**config.mk**
```make
export PLATFORM = sky130hd
export DESIGN_NAME = rgb_fpga_matrix_rx
export DESIGN_NICKNAME = d
export VERILOG_FILES = /design/src/rtl/rgb_fpga_pkg.sv /design/src/rtl/rgb_fpga_sync_edge.sv /design/src/rtl/rgb_fpga_matrix_rx.sv
export SDC_FILE = /design/constraint.sdc
export NUM_CORES = 1
export LEC_CHECK = 0
export BUFFER_PORTS_ARGS = -buffer_cell sky130_fd_sc_hd__buf_2
export CELL_PAD_IN_SITES_DETAIL_PLACEMENT = 1
export CELL_PAD_IN_SITES_GLOBAL_PLACEMENT = 1
export CORE_ASPECT_RATIO = 1.1
export CORE_MARGIN = 3
export CORE_UTILIZATION = 42
export DETAILED_ROUTE_END_ITERATION = 10
export GPL_ROUTABILITY_DRIVEN = 0
export PLACE_DENSITY_LB_ADDON = 0.1
export SYNTH_ARGS = -nofsm -noshare
export SYNTH_HDL_FRONTEND = slang
export SYNTH_SLANG_ARGS = --single-unit
```
**constraint.sdc**
```tcl
create_clock -name clk -period 2.17 [get_ports clk]
set_clock_uncertainty 0.15 [all_clocks]
set_input_delay 0.217 -clock clk [delete_from_list [all_inputs] [get_ports clk]]
set_output_delay 0.217 -clock clk [all_outputs]
set_load 0.05 [all_outputs]
```
**src/rtl/rgb_fpga_pkg.sv**
```systemverilog
// rgb_fpga_pkg: shared types and constants for the HUB75 receive path.
// Channel order matches the line_data channel index.
package rgb_fpga_pkg;

  localparam int NUM_CH   = 6;
  localparam int ADDR_W   = 4;
  localparam int DEF_COLS = 32;

  typedef enum logic [2:0] {
    CH_R0,
    CH_G0,
    CH_B0,
    CH_R1,
    CH_G1,
    CH_B1
  } ch_e;

  typedef enum logic {
    WAIT_LAT,
    SHIFT
  } rx_state_e;

endpackage

```
**src/rtl/rgb_fpga_sync_edge.sv**
```systemverilog
// rgb_fpga_sync_edge: synchronizer with registered rising-edge pulse.
// Define MATRIX_RX_DEGLITCH_EN to accept only 2-cycle-stable levels.
module rgb_fpga_sync_edge #(
  parameter int SYNC_STAGES = 2
) (
  input  logic clk,
  input  logic rst,
  input  logic din,
  output logic level,
  output logic rise
);

  logic [SYNC_STAGES-1:0] sr;
  logic                   s_q;
  logic                   sync;

  assign sync = sr[SYNC_STAGES-1];

  always_ff @(posedge clk) begin
    if (rst) begin
      sr  <= '0;
      s_q <= 1'b0;
    end else begin
      sr  <= {sr[SYNC_STAGES-2:0], din};
      s_q <= sync;
    end
  end

`ifdef MATRIX_RX_DEGLITCH_EN
  logic filt;
  logic stable;

  assign stable = (sync == s_q);
  assign level  = filt;

  always_ff @(posedge clk) begin
    if (rst) begin
      filt <= 1'b0;
      rise <= 1'b0;
    end else begin
      rise <= stable & sync & ~filt;
      if (stable) filt <= sync;
    end
  end
`else
  assign level = sync;

  always_ff @(posedge clk) begin
    if (rst) rise <= 1'b0;
    else     rise <= sync & ~s_q;
  end
`endif

endmodule

```
**src/rtl/rgb_fpga_matrix_rx.sv**
```systemverilog
// rgb_fpga_matrix_rx: HUB75 receiver rebuilding each latched line.
// Define MATRIX_RX_DEGLITCH_EN to reject 1-cycle clk/lat pulses.
module rgb_fpga_matrix_rx
  import rgb_fpga_pkg::*;
#(
  parameter int COLS        = DEF_COLS,
  parameter int SYNC_STAGES = 2,
  parameter int ONTIME_W    = 16
) (
  input  logic                        clk,
  input  logic                        rst,
  input  logic                        enable,
  input  logic                        matrix_r0,
  input  logic                        matrix_g0,
  input  logic                        matrix_b0,
  input  logic                        matrix_r1,
  input  logic                        matrix_g1,
  input  logic                        matrix_b1,
  input  logic                        matrix_clk,
  input  logic                        matrix_lat,
  input  logic                        matrix_oe,
  input  logic [ADDR_W-1:0]           matrix_addr,
  output logic                        line_valid,
  output logic [NUM_CH-1:0][COLS-1:0] line_data,
  output logic [ADDR_W-1:0]           line_addr,
  output logic                        line_len_err,
  output logic [ONTIME_W-1:0]         on_time
);

  localparam int PW = NUM_CH + 1 + ADDR_W;
  localparam int CW = $clog2(COLS + 2);
  localparam logic [CW-1:0] CNT_FULL = CW'(COLS);
  localparam logic [CW-1:0] CNT_SAT  = CW'(COLS + 1);

  logic [SYNC_STAGES-1:0][PW-1:0] p_sr;
  logic [PW-1:0]                  p_a;
  logic [NUM_CH-1:0]              d_a;
  logic                           oe_a;
  logic [ADDR_W-1:0]              addr_a;
  logic                           clk_rise, lat_rise;
  logic                           clk_lvl, lat_lvl;
  logic                           unused_lvl;
  rx_state_e                      state_q, state_d;
  logic [NUM_CH-1:0][COLS-1:0]    shreg, shreg_nx;
  logic [CW-1:0]                  col_cnt, col_nx;
  logic [ONTIME_W-1:0]            ont_cnt;
  logic                           in_shift;

  rgb_fpga_sync_edge #(.SYNC_STAGES(SYNC_STAGES)) u_clk_se (
    .clk   (clk),
    .rst   (rst),
    .din   (matrix_clk),
    .level (clk_lvl),
    .rise  (clk_rise)
  );

  rgb_fpga_sync_edge #(.SYNC_STAGES(SYNC_STAGES)) u_lat_se (
    .clk   (clk),
    .rst   (rst),
    .din   (matrix_lat),
    .level (lat_lvl),
    .rise  (lat_rise)
  );

  assign unused_lvl = clk_lvl ^ lat_lvl;

  // Extra stage keeps data/oe/addr aligned with the registered edge pulses.
  always_ff @(posedge clk) begin
    if (rst) begin
      p_sr <= '0;
      p_a  <= '0;
    end else begin
      p_sr <= {p_sr[SYNC_STAGES-2:0],
               {matrix_addr, matrix_oe,
                matrix_b1, matrix_g1, matrix_r1,
                matrix_b0, matrix_g0, matrix_r0}};
      p_a  <= p_sr[SYNC_STAGES-1];
    end
  end

  assign d_a    = p_a[NUM_CH-1:0];
  assign oe_a   = p_a[NUM_CH];
  assign addr_a = p_a[PW-1 -: ADDR_W];

  always_ff @(posedge clk) begin
    if (rst) state_q <= WAIT_LAT;
    else     state_q <= state_d;
  end

  always_comb begin
    state_d = state_q;
    unique case (state_q)
      WAIT_LAT: if (enable && lat_rise) state_d = SHIFT;
      SHIFT:    if (!enable) state_d = WAIT_LAT;
      default:  state_d = WAIT_LAT;
    endcase
  end

  assign in_shift = (state_q == SHIFT) && enable;

  // Shift precedes latch so a same-cycle clk edge lands in the line.
  always_comb begin
    shreg_nx = shreg;
    col_nx   = col_cnt;
    if (in_shift && clk_rise) begin
      for (int ch = 0; ch < NUM_CH; ch++)
        shreg_nx[ch] = {shreg[ch][COLS-2:0], d_a[ch]};
      if (col_cnt != CNT_SAT) col_nx = col_cnt + CW'(1);
    end
  end

  always_ff @(posedge clk) begin
    if (rst) begin
      shreg        <= '0;
      col_cnt      <= '0;
      ont_cnt      <= '0;
      line_valid   <= 1'b0;
      line_data    <= '0;
      line_addr    <= '0;
      line_len_err <= 1'b0;
      on_time      <= '0;
    end else begin
      line_valid <= 1'b0;
      if (!in_shift) begin
        col_cnt <= '0;
        ont_cnt <= '0;
      end else begin
        shreg   <= shreg_nx;
        col_cnt <= col_nx;
        if (!oe_a && ont_cnt != '1) ont_cnt <= ont_cnt + ONTIME_W'(1);
        if (lat_rise) begin
          line_data    <= shreg_nx;
          line_addr    <= addr_a;
          line_len_err <= (col_nx != CNT_FULL);
          on_time      <= ont_cnt;
          col_cnt      <= '0;
          ont_cnt      <= '0;
          line_valid   <= 1'b1;
        end
      end
    end
  end

endmodule

```
Word level (Yosys, flattened, before mapping)
Index checks and enable logic that the tools add are counted.
- bits in registers: 470
- input port bits: 16
- output and inout bits: 214
- logic and storage cells: 54
- add/sub/neg operators: 2
- equal/unequal tests: 3
- multiplexer cells: 7
- bitwise operators: 6
- reductions and logical operators: 8
- operators with widths (operator ; number):
    $mux 192 ; 1
    $add 16x1->16 const B ; 1
    $ne 16x16->1 const B ; 1
    $mux 6 ; 2
    $ne 6x6->1 const B ; 2
    $add 6x1->6 const B ; 1
    $logic_and 1x1->1 ; 4
    $not 1->1 ; 4
    $mux 1 ; 3
    $reduce_or 3->1 ; 1
    $and 1x1->1 ; 2
    $pmux 1 s2 ; 1
    $reduce_and 2->1 ; 1
    $reduce_or 2->1 ; 1
    $logic_not 1->1 ; 1

Logic depth before layout (Yosys ltp)
Gate-level depths: netlist of the first run.
- depth after elaboration: 4
- mapped depth: 7
- gate-level depth less buffers: 7

Modules after synthesis
From an unflattened synthesis of the first run, not the netlist that was laid out.
- cells, all modules: 1582
- area, all modules: 16011.6 um^2
- modules (own cells, without submodules) (module ; instances ; cells an instance ; area an instance (um^2) ; sequential area each (um^2)):
    rgb_fpga_matrix_rx ; 1 ; 1566 ; 15788.9 ; 9248.9
    rgb_fpga_sync_edge ; 2 ; 8 ; 111.4 ; 80.1

Worst setup path after synthesis of the first run
No wires, ideal clock.
- path kind: register -> register
- start point: register col_cnt[0]
- end point: register line_len_err
- setup time: 0.126 ns
- data arrival time: 1.408 ns
- data required time: 1.894 ns
- setup slack: 0.486 ns
- stages on the path, launching flop included: 7
- path buffers: 0
- clock period less this slack: 1.684 ns
- path through: dfxtp_1 -> ha_1 -> and4bb_2 -> a21oi_1 -> or3_1 -> o211ai_1 -> a31oi_1
- cells in the longest elaborated chain, start to end: 4
- elaborated cells between the ends (all ways): 5
- classes of those cells: 1 x add/sub; 2 x eq/ne; 2 x mux
- ends and longest elaborated chain (item ; RTL line ; source):
    start: declaration ; rgb_fpga_matrix_rx.sv:45 ; logic [CW-1:0] col_cnt, col_nx;
    start signal: assignment ; rgb_fpga_matrix_rx.sv:129 ; col_cnt <= col_nx;
    $add 6x1->6 / $ne 6x6->1 (equally long branches) ; rgb_fpga_matrix_rx.sv:108 ; if (col_cnt != CNT_SAT) col_nx = col_cnt + CW'(1);
    $mux 6 ; rgb_fpga_matrix_rx.sv:108 ;
    $mux 6 * ; rgb_fpga_matrix_rx.sv:105 ; if (in_shift && clk_rise) begin
    $ne 6x6->1 * ; rgb_fpga_matrix_rx.sv:134 ; line_len_err <= (col_nx != CNT_FULL);
    end signal: assignment ; rgb_fpga_matrix_rx.sv:134 ;
    end: declaration ; rgb_fpga_matrix_rx.sv:26 ; output logic line_len_err,
Mark *: on every way between the ends. The rest lies on a longest branch, timed or not.
A chain may end at the register's enable or synchronous reset.

Worst setup path in the final report of the first run
- start point: register ont_cnt[0]
- end point: register ont_cnt[8]
- cells in the longest elaborated chain, start to end: 2
- elaborated cells between the ends (all ways): 3
- classes of those cells: 1 x add/sub; 1 x eq/ne; 1 x reduce/logical
- ends and longest elaborated chain (item ; RTL line ; source):
    start: declaration ; rgb_fpga_matrix_rx.sv:46 ; logic [ONTIME_W-1:0] ont_cnt;
    start signal: assignment ; rgb_fpga_matrix_rx.sv:130 ; if (!oe_a && ont_cnt != '1) ont_cnt <= ont_cnt + ONTIME_W'(1);
    branches (longest 2 deep; another with $add 16x1->16) ; - ;
Parallel ways; which one is timed is not known.

==> run metrics, run 1 <==
run status=finished clean; fill count=4191; Routed WL=36.3 mm; clk sinks=470; Crit Path Class=reg -> reg; Synth async-reset ratio=0%; P_sw=3.50 mW; Setup Buffers After CTS=0; final net count=1801; Post-synth EDFFs=0; Yosys cell types=44; CP Data Required Time=2450 ps; CTS tree=built; Mapped Avg Cell Area=10.2 um^2; DR vias/cell=4.99; layout cells sized above 1=18.9%; initial antenna violation count=3; worst setup path end=ont_cnt[8]$_SDFFE_PP0P_; area grow syn2layout=22.0%; # H-tree levels=2; hold_buf cts=20; Slew headroom=60.2%; power consumption=17.2 mW; Post-Syn Area=0.0160 mm^2; Final ANT Viol Nets=0; Starting Density=42.9%; via count=11600; Die ar.=0.0406 mm^2; first-pass GRT wire length=59.5 mm; die height=211 um; Mapped Nets=1597; HP Class=reg -> reg; clock network latency to the later pin of the worst-skew pair=560 ps; Top FF cell, synth=dfxtp_1; CP startpoint=ont_cnt[0]$_SDFFE_PP0P_; setup repair after global routing missed its margin=no; area occupied by multi-input gates=0.00607 mm^2; TritonCTS Buffers=48; Fin. Hold Viols=0; Startpoint Class=flop; Worst R2R Setup Slack=220 ps; Net Sw Frac=20.3%; post-route clock period utilization=89.9%; IO Count=230; HP Start=u_lat_se.s_q$_SDFF_PP0_; P_leak=8.83 nW; P_int=13.7 mW; flops & latches, synth=470; DRC violations left=0; post-synthesis cell count=1578; Setup crit end kind=flop; global route overflow=0; Die Wd=192 um; clock share of power=48.2%; setup TNS=0 ps; R2R depth=6; Iter 0 DRT Violations=370; largest net degree at the start of global routing=138; num rows=74; Wirelength per Cell=15.7 um; vias in the first global route=11800; Final min period=1950 ps; Synthesis Warnings=0; Total GRT Usage=17.5%; Max Slew Vio Count=0; dpl cell area=0.0177 mm^2; FMAX=513 MHz; Final setup viols=0; max-cap violation count=0; pwr/cell area=880 mW/mm^2; Clock transition at path regs=60 ps; cell area after layout=0.0196 mm^2; Resized Gates After CTS=0; first-pass iteration count of the detailed router=4; Seq/Total Area, Yosys=58.7%; total core area=0.0374 mm^2; post-DP HPWL=23.4 mm; RR Endpoint=ont_cnt[8]$_SDFFE_PP0P_; Worst EP arrival=2230 ps; peak supply drop=0.594 mV; register area=0.00941 mm^2; FF-to-FF Start=ont_cnt[0]$_SDFFE_PP0P_; CP max FO=6; Comb pwr share=1.4%; Max clock buf depth=3; IO Port Bufs=229; Reg power frac=50.3%; root buf cell=clkbuf_16; slew at the pin closest to its max-slew limit=598 ps
-- layer usage --
metal,part of all wire (%),wire length (um),vias up,GRT usage [%]
li1,-,-,5820,-
met4,1.8,670,2,4.60
met2,47,17100,185,29.8
met3,6.1,2210,55,4.95
met1,45,16300,5491,21.9
met5,0.036,13,-,0
-- cell families (layout without fill, tap and decap cells) --
| group | after synthesis | count (layout) | synth area share (%) |
|---|---|---|---|
| buffers and inverters | 132 | 373 | 3.59 |
| AOI/OAI and AO/OA | 239 | 239 | 11.0 |
| and+or+nand+nor | 527 | 527 | 13.7 |
| muxes | 193 | 193 | 12.0 |
| DFF | 470 | 470 | 58.7 |
| other | 0 | 2 | 0 |
| adders and majority gates | 3 | 3 | 0.234 |
| xor gates and xnor gates | 14 | 14 | 0.765 |
-- cells in the final DEF, fill, tap and decap left out, drive strengths merged, types with 2 or more instances in the layout --
cell | netlist | routed
dlygate4sd3 | 0 | 20
diode | 0 | 2
nor3 | 4 | 4
a311oi | 2 | 2
dfxtp | 470 | 470
nand4 | 7 | 7
a31oi | 2 | 2
a41oi | 2 | 2
inv | 5 | 5
nor2 | 404 | 404
mux2i | 193 | 193
a211oi | 195 | 195
ha | 3 | 3
o21ai | 3 | 3
bufinv | 0 | 3
clkinv | 0 | 7
clkbuf | 75 | 77
a21oi | 25 | 25
nand3 | 7 | 7
nand2 | 49 | 49
buf | 52 | 261
and4 | 3 | 3
and3 | 5 | 5
o2111ai | 2 | 2
xnor2 | 4 | 4
xor2 | 10 | 10
or3 | 2 | 2
nor2b | 42 | 42
-- flip-flops by register name, indices dropped and copies added, names as in the netlist --
name / cells
col_cnt: 6
line_addr: 4
line_data: 192
line_len_err: 1
line_valid: 1
on_time: 16
ont_cnt: 16
p_a: 11
p_sr: 22
shreg: 192
state_q: 1
u_clk_se.rise: 1
u_clk_se.s_q: 1
u_clk_se.sr: 2
u_lat_se.rise: 1
u_lat_se.s_q: 1
u_lat_se.sr: 2
-- stage by stage --
step,utilization (%),setup WS (ps),hold slack (ps),instances
2_1_floorplan,-,486,195,1578
3_3_place_gp,47.5,346,222,2206
3_5_place_dp,47.5,246,226,2206
4_1_cts,52.3,233,234,2313
5_1_grt,52.3,54.3,248,2315
6_report,52.3,219,230,2315
-- area by class of cell --
type | instances | area share [%]
inverters | 5 | 0.0959
well taps | 494 | 3.16
repair buffers | 281 | 9.38
diodes | 2 | 0.0256
clock buffers | 77 | 7.53
multi-input cells | 976 | 31.0
flip-flops and latches | 470 | 48.1
clock inverters | 10 | 0.697
-- worst max-delay path, cell delays in order (launching register included) --
cell and delay [ps]:
dfxtp_1 420, ha_1 350, inv_1 120, nor3_1 410
nand4_1 160, xor2_1 170, nor2_1 50
-- power groups by stage --
| stage | registers (mW) | clock network, mW | logic, mW |
|---|---|---|---|
| floorplan | 8.87 | 0 | 0.145 |
| global placement | 8.86 | 0 | 0.214 |
| detailed placement | 8.86 | 0 | 0.217 |
| CTS | 8.67 | 8.58 | 0.247 |
| global route | 8.67 | 8.94 | 0.269 |
| finish | 8.67 | 8.31 | 0.243 |
-- how the worst min path moves through the flow --
stage | to | depth (start not counted)
2_1_floorplan | p_sr[0]$_SDFF_PP0_ | 1
3_3_place_gp | u_clk_se.rise$_SDFF_PP0_ | 1
3_5_place_dp | u_lat_se.rise$_SDFF_PP0_ | 1
4_1_cts | u_lat_se.rise$_SDFF_PP0_ | 1
5_1_grt | u_lat_se.rise$_SDFF_PP0_ | 1
6_report | u_lat_se.rise$_SDFF_PP0_ | 1
-- synth_stat cells (2+ instances only) --
cell type  instances  area share, %
nor2_1           404            9.5
nor2b_1           42            1.6
o2111ai_1          2           0.11
ha_1               3           0.23
a21oi_1           25           0.78
nand4_1            5           0.20
buf_6              3           0.21
nor3_1             4           0.12
nand4_2            2           0.16
dfxtp_1          470             59
a211oi_1         194            9.1
and4_1             3           0.16
buf_2             43            1.3
a31oi_1            2          0.078
xor2_1            10           0.55
and3_1             3           0.12
o21ai_0            3          0.094
or3_1              2          0.078
inv_1              5           0.12
nand3_1            7           0.22
clkbuf_1          75            1.8
xnor2_1            4           0.22
mux2i_1          193             12
a41oi_1            2           0.11
nand2_1           49            1.1
buf_1              5           0.12
(Power assumes the default switching activity.)
==> run 2, diff against run 1 <==
Settings changed: CORE_UTILIZATION 42 to 40.
Clock period 2.17 ns to 1.65 ns, I/O delays scaled along.
==> run 2 against run 1 <==
  * The run now ends with negative setup slack left
  * Die area grew 4.8%
  * Total power grew 25%
  * Clock-buffer cell count shrank 14
  * Design area grew 4.9%
  * Register-to-register slack lost 240 ps
  * Sequential power grew 31%
  * Critical path depth grew 1
  * Critical endpoint is now line_len_err$_SDFFE_PP0P_
  * Largest power group unchanged
==> run metrics, run 2 (same netlist as run 1, synthesis figures left out) <==
run status=finished with violations; failing checks=negative setup slack; CP startpoint=col_cnt[1]$_SDFF_PP0_; die height=216 um; DR vias/cell=5.00; Iter 0 DRT Violations=426; CP max FO=5; Total GRT Usage=17.4%; R2R depth=7; pwr/cell area=1050 mW/mm^2; worst setup margin=-18.1 ps; post-DP HPWL=25.2 mm; DRC violations left=0; Startpoint Class=flop; commonest non-fill, non-tap cell in the layout=dfxtp_1; Crit path max-delay family=simple AND/OR/NAND/NOR gates; area grow syn2layout=28.0%; Finished Layout Cells=2379; layout cells sized above 1=25.9%; Routed WL=39.5 mm; first-pass iteration count of the detailed router=4; total core area=0.0394 mm^2; Die Wd=197 um; root buf cell=clkbuf_16; Placed Instances=2265; Final min period=1670 ps; crit path cell chain=inv_2, ha_1, and4bb_2, a21oi_2, or3_1, o211ai_1, a31oi_1; # H-tree levels=2; P_leak=9.15 nW; IO Port Bufs=229; FMAX=599 MHz; CP max stage delay=320 ps; Die ar.=0.0425 mm^2; num rows=76; largest net degree at the start of global routing=94; Max Slew Vio Count=0; dpl cell area=0.0182 mm^2; Worst R2R Setup Slack=-20 ps; first-pass GRT wire length=61.5 mm; vias in the first global route=12000; Worst EP arrival=1960 ps; Final setup viols=1; IO Count=230; clk sinks=470; Final ANT Viol Nets=0; post-route clock period utilization=101%; Hold Slack=129 ps; worst hold stages=4; max-cap violation count=0; Crit Path Class=reg -> reg; via count=11900; Max clock buf depth=3; Worst path depth=7; setup repair after global routing missed its margin=yes; Bufs and invs on worst path=1; Starting Density=40.7%; Setup crit end kind=flop; peak supply drop=0.770 mV; power consumption=21.6 mW; HP Class=in -> reg; setup TNS=-18.1 ps; Critical-path top delay cell=dfxtp_2; Clock transition at path regs=70 ps; final net count=1864; Slew headroom=70.6%; largest registers=line_data: 192 flops, shreg: 192 flops, p_sr: 22 flops; clock network latency to the later pin of the worst-skew pair=560 ps; RR Endpoint=line_len_err$_SDFFE_PP0P_; Wirelength per Cell=16.6 um; HP Start=enable; CP Data Required Time=1940 ps; Fin. Hold Viols=0; global route overflow=0; hold endpoint=state_q$_SDFF_PP0_; slew at the pin closest to its max-slew limit=441 ps; CTS tree=built; FF-to-FF Start=col_cnt[1]$_SDFF_PP0_; commonest cells after routing, fill and taps aside=453 x dfxtp_1, 404 x nor2_1, 227 x buf_2, 180 x mux2i_1, 155 x a211oi_1; initial antenna violation count=1; cell area after layout=0.0205 mm^2; TritonCTS Buffers=47
-- run 2: cell count changes in the layout (fill, tap and decap cells not counted), moves of 8 or more --
cell | previous run | this run
dfxtp_2 | 0 | 15
a211oi_1 | 194 | 155
mux2i_2 | 0 | 12
clkbuf_16 | 50 | 59
mux2i_1 | 193 | 180
dfxtp_1 | 470 | 453
buf_4 | 13 | 59
a211oi_2 | 1 | 40
clkbuf_8 | 12 | 4
-- run 2: worst register-to-register path: cells and delay by family, from the launching register on --
| kind | cells | cell delay, ps |
|---|---|---|
| compound gates | 3 | 280 |
| flops | 1 | 320 |
| simple gates | 2 | 610 |
| buf+inv | 1 | 50 |
| fa+ha+maj | 1 | 120 |
-- run 2: power by group --
part | leakage (nW) | internal (mW) | switching (mW)
Combinational | 4.66 | 0.103 | 0.229
Sequential | 3.80 | 11.4 | 0.0136
Clock | 0.691 | 5.55 | 4.28
Total | 9.15 | 17.0 | 4.52
-- run 2: how the worst max path moves through the flow --
stage	slack [ps]	to
finish	-20	line_len_err$_SDFFE_PP0P_
global route	-110	line_len_err$_SDFFE_PP0P_
CTS	-50	line_len_err$_SDFFE_PP0P_
detailed placement	-50	line_len_err$_SDFFE_PP0P_
global placement	30	line_len_err$_SDFFE_PP0P_
floorplan	10	ont_cnt[1]$_SDFFE_PP0P_
-- run 2: timing repair --
action                                 CTS  global route
pin swaps                                1            14
cloned                                   0            10
hold buffers                            16             0
setup endpoints to repair               17           147
resized for setup                        4            93
setup buffers                            4             8
endpoints found under the hold margin   40             0
-- run 2: through the flow --
step / util (%) / worst slack, ps
2_1_floorplan: - / 15.0
3_3_place_gp: 46.2 / 26.3
3_5_place_dp: 46.2 / -48.5
4_1_cts: 50.3 / -46.9
5_1_grt: 52.1 / -105
6_report: 52.1 / -18.1
-- run 2: per-layer routing --
metal  vias up  global-route usage, %  share of wire, %
met2       190                   29.4                48
met5         -                      0                 0
li1       5944                      -                 -
met4         0                   5.01               1.8
met3        49                   3.58               4.3
met1      5706                   22.5                45
-- run 2: final cells by class --
cell class	instances	area (um^2)
Sequential cell	470	9440
Antenna cell	1	2.50
Clock inverter	12	60.1
Multi-Input combinational cell	976	6390
Tap cell	507	634
Fill cell	4363	18800
Clock buffer	63	1320
Timing Repair Buffer	345	2660
Inverter	5	18.8
